$ cat config.mk
export PLATFORM = sky130hd
export DESIGN_NAME = maria_bus_arbiter
export DESIGN_NICKNAME = d
export VERILOG_FILES = /design/src/rtl/maria_bus_arbiter.sv
export SDC_FILE = /design/constraint.sdc
export NUM_CORES = 1
export LEC_CHECK = 0
export ABC_AREA = 1
export CORE_MARGIN = 2
export CORE_UTILIZATION = 30
export CTS_CLUSTER_SIZE = 20
export DETAILED_ROUTE_END_ITERATION = 16
export PLACE_DENSITY = 0.65
export SLEW_MARGIN = 10
export SYNTH_ARGS = -nofsm -noshare
export SYNTH_HDL_FRONTEND = slang
export SYNTH_SLANG_ARGS = --single-unit
export TNS_END_PERCENT = 10
$ cat constraint.sdc
create_clock -name sysclk -period 1.73 [get_ports sysclk]
set_input_delay 0.173 -clock sysclk [delete_from_list [all_inputs] [get_ports sysclk]]
set_output_delay 0.173 -clock sysclk [all_outputs]
set_load 0.05 [all_outputs]
$ cat src/rtl/maria_bus_arbiter.sv
// Address-bus arbiter between the 6502 and Maria DMA: halts the CPU on a phase-2 fall,
// grants the bus after a turnaround gap, bounds burst length and enforces CPU fairness.
//
// state     | meaning
// ----------+------------------------------------------------------------
// IDLE      | CPU owns the bus; cpu_ok re-armed by a CPU phase-2 fall
// HALT_WAIT | halt_b low, waiting for a CPU-cycle boundary (phase-2 fall)
// SETTLE    | CPU halted, bus turnaround for SETTLE_CYC cycles
// DMA       | DMA owns and drives the address bus
// RELEASE   | one-cycle handback; CPU gets at least one cycle before next burst
module maria_bus_arbiter #(
  parameter int SETTLE_CYC  = 2,
  parameter int MAX_DMA_CYC = 452,
  parameter int CNT_W       = 10
) (
  input  logic             sysclk,
  input  logic             reset,
  input  logic             pclk_2,
  input  logic             dma_req,
  input  logic             dma_done,
  input  logic [15:0]      dma_ab,
  output logic             halt_b,
  output logic             dma_grant,
  output logic             drive_AB,
  output logic [15:0]      AB_out,
  output logic             dma_kill,
  output logic [CNT_W-1:0] dma_cycles
);

  typedef enum logic [2:0] {
    S_IDLE      = 3'd0,
    S_HALT_WAIT = 3'd1,
    S_SETTLE    = 3'd2,
    S_DMA       = 3'd3,
    S_RELEASE   = 3'd4
  } state_t;

  localparam logic [CNT_W-1:0] SETTLE_LAST = CNT_W'(SETTLE_CYC - 1);
  localparam logic [CNT_W-1:0] DMA_LAST    = CNT_W'(MAX_DMA_CYC - 1);
  localparam logic [CNT_W-1:0] DMA_MAX     = CNT_W'(MAX_DMA_CYC);
  localparam logic [CNT_W-1:0] CNT_ONE     = CNT_W'(1);

  state_t           state_q, state_d;
  logic [CNT_W-1:0] cnt_q, cnt_d;
  logic [CNT_W-1:0] dma_cycles_q, dma_cycles_d;
  logic             pclk_2_q;
  logic             cpu_ok_q, cpu_ok_d;
  logic             kill_q, kill_d;
  logic             cpu_fall;

  assign cpu_fall = pclk_2_q & ~pclk_2;

  always_ff @(posedge sysclk) begin
    if (reset) begin
      state_q      <= S_IDLE;
      cnt_q        <= '0;
      dma_cycles_q <= '0;
      pclk_2_q     <= 1'b0;
      cpu_ok_q     <= 1'b1;
      kill_q       <= 1'b0;
    end else begin
      state_q      <= state_d;
      cnt_q        <= cnt_d;
      dma_cycles_q <= dma_cycles_d;
      pclk_2_q     <= pclk_2;
      cpu_ok_q     <= cpu_ok_d;
      kill_q       <= kill_d;
    end
  end

  always_comb begin
    state_d      = state_q;
    cnt_d        = cnt_q;
    dma_cycles_d = dma_cycles_q;
    cpu_ok_d     = cpu_ok_q;
    kill_d       = 1'b0;
    case (state_q)
      S_IDLE: begin
        cnt_d = '0;
        if (cpu_fall) cpu_ok_d = 1'b1;
        if (dma_req && cpu_ok_q) state_d = S_HALT_WAIT;
      end
      S_HALT_WAIT: begin
        // an abort takes priority over a coincident CPU boundary
        if (!dma_req) begin
          state_d = S_IDLE;
        end else if (cpu_fall) begin
          state_d = S_SETTLE;
          cnt_d   = '0;
        end
      end
      S_SETTLE: begin
        if (cnt_q == SETTLE_LAST) begin
          state_d = S_DMA;
          cnt_d   = '0;
        end else begin
          cnt_d = cnt_q + CNT_ONE;
        end
      end
      S_DMA: begin
        if (dma_done) begin
          state_d      = S_RELEASE;
          dma_cycles_d = cnt_q + CNT_ONE;
          cnt_d        = '0;
        end else if (cnt_q == DMA_LAST) begin
          state_d      = S_RELEASE;
          dma_cycles_d = DMA_MAX;
          kill_d       = 1'b1;
          cnt_d        = '0;
        end else begin
          cnt_d = cnt_q + CNT_ONE;
        end
      end
      S_RELEASE: begin
        cpu_ok_d = 1'b0;
        cnt_d    = '0;
        state_d  = S_IDLE;
      end
      default: begin
        state_d = S_IDLE;
        cnt_d   = '0;
      end
    endcase
  end

  // outputs decoded from registered state only; AB_out is the lone combinational path
  assign halt_b     = ~((state_q == S_HALT_WAIT) || (state_q == S_SETTLE) || (state_q == S_DMA));
  assign dma_grant  = (state_q == S_DMA);
  assign drive_AB   = (state_q == S_DMA);
  assign AB_out     = (state_q == S_DMA) ? dma_ab : 16'h0000;
  assign dma_kill   = kill_q;
  assign dma_cycles = dma_cycles_q;

endmodule

After elaboration in Yosys (flattened, before gate mapping)
Cells that the tools add are included.
{"block": "word_totals", "regBits": 26, "in_bits": 21, "output_inout_bits": 30, "elab_cells": 54}
{"block": "classes", "add_sub_neg": 1, "n_eq_ne": 13, "n_mux": 19, "n_bitwise": 4, "reduce_logical": 11}
{"cell": "$mux W10", "n": 7}
{"cell": "$pmux W10 S3", "n": 1}
{"cell": "$mux W3", "n": 6}
{"cell": "$mux W16", "n": 1}
{"cell": "$pmux W3 S4", "n": 1}
{"cell": "$add A10 B1 Y10 const B", "n": 1}
{"cell": "$eq A10 B1 Y1 const B", "n": 1}
{"cell": "$eq A10 B9 Y1 const B", "n": 1}
{"cell": "$ne A2 B2 Y1 const B", "n": 5}
{"cell": "$eq A3 B2 Y1 const B", "n": 2}
{"cell": "$reduce_and A2 Y1", "n": 3}
{"cell": "$reduce_and A4 Y1", "n": 1}
{"cell": "$reduce_bool A2 Y1", "n": 2}
{"cell": "$eq A3 B1 Y1 const B", "n": 1}
{"cell": "$eq A3 B3 Y1 const B", "n": 1}
{"cell": "$logic_not A3 Y1", "n": 1}
{"cell": "$ne A3 B2 Y1 const B", "n": 1}
{"cell": "$ne A3 B3 Y1 const B", "n": 1}
{"cell": "$not A1 Y1", "n": 3}
{"cell": "$reduce_or A3 Y1", "n": 1}
{"cell": "$logic_or A1 B1 Y1", "n": 2}
{"cell": "$mux W1", "n": 2}
{"cell": "$pmux W1 S2", "n": 1}
{"cell": "$and A1 B1 Y1", "n": 1}
{"cell": "$logic_and A1 B1 Y1", "n": 1}

Depth between registers and ports, before layout
{"block": "logic_depth", "depth_word": 5, "mapped_depth": 10}

Worst setup path before layout
Ideal clock, no wire load.
{"block": "synth_path", "path_kind": "register -> output", "start": "reg state_q[0]", "end": "out AB_out[10]", "arrival_ps": 1441, "path_slack_ps": 116, "stages_incl_launch_ff": 5, "n_path_buf": 2, "path_cell_list": "dfxtp_1 > nand3_2 > buf_6 > buf_2 > nor2_1"}
{"block": "synth_via", "elab_chain_len": 2}
{"item": "start: declaration", "line": "43", "rtl": "state_t state_q, state_d;"}
{"item": "start signal: assignment", "line": "62", "rtl": "state_q <= state_d;"}
{"item": "$eq A3 B2 Y1", "line": "130", "rtl": "assign AB_out = (state_q == S_DMA) ? dma_ab : 16'h0000;"}
{"item": "$mux W16", "line": "130"}
{"item": "end: declaration", "line": "25", "rtl": "output logic [15:0] AB_out,"}
Every way passes these cells.

Worst setup path after layout
{"block": "layout_path", "start": "reg dma_cycles_q[8] (netlist: dma_cycles[8])", "end": "out dma_cycles[8]"}
{"item": "start: declaration", "line": "45", "rtl": "logic [CNT_W-1:0] dma_cycles_q, dma_cycles_d;"}
{"item": "start signal: assignment", "line": "64", "rtl": "dma_cycles_q <= dma_cycles_d;"}
{"item": "end: declaration", "line": "27", "rtl": "output logic [CNT_W-1:0] dma_cycles"}
No word-level cell between the ends.

==> results.json <==
{
  "ant_nets": 0,
  "place_congestion": 0.839,
  "grt_first_pass_wirelength_um": 6700,
  "synth.net_count": 270,
  "grt_usage_pct": 13.6,
  "grt_pass1_vias": 1480,
  "crit_path_end_kind": "output port",
  "synth_seq_cells": 26,
  "max_freq_mhz": 616,
  "fin_nets": 324,
  "overflow": 0,
  "power.total_mw": 1.69,
  "critPathTopFamily": "buffers and inverters",
  "cp-start-kind": "flip-flop",
  "drtPass1Iterations": 4,
  "yosys.area_share.xor_xnor_pct": 1.10,
  "critical_path.max_fanout": 2,
  "post_drt_wl_per_cell_um": 10.6,
  "tns_ns": 0,
  "crit_chain": "clkdlybuf4s50_1",
  "clkTransAtPathRegs_ns": 0.09,
  "period_share_pct": 93.9,
  "cap_violations": 0,
  "synth_top_family_by_area": "simple AND/OR/NAND/NOR gates",
  "drive_gt1_share_pct": 21.7,
  "post-cts-setup-buffers": 0,
  "tightestPinTransition_ns": 0.525,
  "final_common_cell": "nand2_1",
  "synth-simple-area-share_pct": 41.0,
  "max-clock-path-buffers": 2,
  "cts_resized": 0,
  "final.setup.worst_slack_ns": 0.105,
  "synthMuxAreaShare_pct": 0,
  "use_met2_pct": 23.0,
  "die_h_um": 76.8,
  "die-area_um2": 5890,
  "final-hold-violation-count": 0,
  "outcome": "complete, no violations",
  "port_buffers": 50,
  "setup_viol": 0,
  "num_rows": 26,
  "syn_to_final_growth_pct": 52.7,
  "grt_use_met1_pct": 17.2,
  "post-dp-hpwl_um": 3160,
  "numCtsBuffers": 3,
  "busiest_layer": "met2",
  "diodes": 0,
  "synthesis.area_um2": 1590,
  "initial_core_util_pct": 31.1,
  "synth_fa_ha_area_share_pct": 1.58,
  "yosysWarningCount": 0,
  "drt_wl_total_um": 3910,
  "cts_max_level": 1,
  "dr.first_iter.drc_count": 48,
  "cts-root-buf": "clkbuf_8",
  "viasPerCell": 4.25,
  "die_w_um": 76.8,
  "p_leak_nw": 1.10,
  "crit_required_ns": 1.56,
  "hp-class": "in2reg",
  "finClkSkew_ns": 0.00433,
  "vias": 1573,
  "hold_buffers": 0,
  "synth.distinct_cells": 28,
  "synth-compound-area-share_pct": 8.98,
  "period_minus_slack_ns": 1.62,
  "antenna_found_initial": 0,
  "slowest_delay_ns": 0.81,
  "ios": 51,
  "post_synth.cell_area_avg_um2": 6.43,
  "core_area_um2": 5110,
  "synthCells": 247,
  "cp_slowest_cell": "clkdlybuf4s50_1",
  "grt_max_degree": 17,
  "hold-worst-slack_ns": 0.445,
  "slew_headroom_pct": 64.9,
  "cts_num_sinks": 26,
  "place_ws_ns": 0.237,
  "final_cell_mix": "nand2_1 (62), inv_1 (41), nor2_1 (38)",
  "ys_seq_area_share_pct": 32.8,
  "slew_viol_final": 0,
  "insertion_delay_ns": 0.28,
  "cp_data_arrival_time_ns": 1.45,
  "timing.critical_path.buf_inv": 1,
  "worstSetupPathType": "reg2out",
  "drcViolationCount": 0,
  "max-vdd-ir-drop_mv": 0.341,
  "cts_tree": "built",
  "grt_util_met3_pct": 3.06,
  "cellPowerDensity_nw_per_um2": 697
}
## synth_stat cells
| cell | n | share of area, % |
|---|---|---|
| nand2_1 | 62 | 15 |
| inv_1 | 41 | 9.7 |
| nor2_1 | 38 | 9.0 |
| dfxtp_1 | 26 | 33 |
| nand3_1 | 12 | 3.8 |
| a21oi_1 | 10 | 3.2 |
| nand2_2 | 10 | 3.9 |
| inv_2 | 8 | 1.9 |
| a21oi_2 | 7 | 3.9 |
| nand4_1 | 4 | 1.6 |
| nor2_2 | 3 | 1.2 |
| o21ai_0 | 3 | 0.95 |
| buf_2 | 2 | 0.63 |
| buf_6 | 2 | 1.4 |
| ha_1 | 2 | 1.6 |
| nand2_4 | 2 | 1.4 |
| nor2_4 | 2 | 1.4 |
| o21ai_1 | 2 | 0.63 |
| xor2_1 | 2 | 1.1 |
| buf_4 | 1 | 0.47 |
| clkbuf_1 | 1 | 0.24 |
| clkinv_1 | 1 | 0.24 |
| nand2_8 | 1 | 1.3 |
| nand3_2 | 1 | 0.63 |
| nand3b_1 | 1 | 0.47 |
| nor2_8 | 1 | 1.3 |
| nor4_1 | 1 | 0.39 |
| o22ai_1 | 1 | 0.39 |
## power by group
group,switching (mW),internal (mW)
combinational,0.316,0.208
clock,0.205,0.310
sequential,0.0268,0.623
total,0.548,1.14
## kinds of logic (layout without fill, tap and decap cells)
family,count (synthesis),count (layout)
and+or+nand+nor,138,138
AOI/OAI and AO/OA,23,23
xor gates and xnor gates,2,2
adders and majority gates,2,2
buffers and inverters,56,109
DFF,26,26
## per-layer routing
layer,share of wire [%],routed length [um],up-vias
li1,-,-,850
met1,47,1850,679
met2,46,1810,39
met3,5.2,203,5
met4,1.0,41,0
met5,0,0,-
## final timing paths
check        cells after the start                  startpoint  slack (ns)                    endpoint
max reg2reg                      8       cnt_q[1]$_SDFFE_PP0P_        0.31  dma_cycles[6]$_SDFFE_PP0P_
min reg2reg                      2  dma_cycles[2]$_SDFFE_PP0P_        0.46  dma_cycles[2]$_SDFFE_PP0P_
max                              1  dma_cycles[8]$_SDFFE_PP0P_        0.11               dma_cycles[8]
min                              3                      pclk_2        0.45         pclk_2_q$_SDFF_PP0_
## worst min-delay path: stages
cell,delay [ns]
clkdlybuf4s50_1,0.40
inv_1,0.07
nor2_1,0.04
## area by class of cell
cell class / count / area (um^2)
Clock buffer: 3 / 41.3
Clock inverter: 1 / 30.0
Sequential cell: 26 / 522
Multi-Input combinational cell: 165 / 843
Fill cell: 532 / 2680
Inverter: 50 / 188
Timing Repair Buffer: 55 / 713
Tap cell: 70 / 87.6
## flip-flops by register name, indices dropped and copies added (netlist names)
signal / flops
cnt_q: 10
dma_cycles: 10
state_q: 3
cpu_ok_q: 1
dma_kill: 1
pclk_2_q: 1
## metrics by stage
stage          std cells  util (%)  cell area, um^2
2_1_floorplan        247         -             1590
3_3_place_gp         366      45.9             2340
3_5_place_dp         366      45.9             2340
4_1_cts              370      47.3             2420
5_1_grt              370      47.5             2420
6_report             370      47.5             2420
No activity file was read; power rests on OpenSTA's default activity.
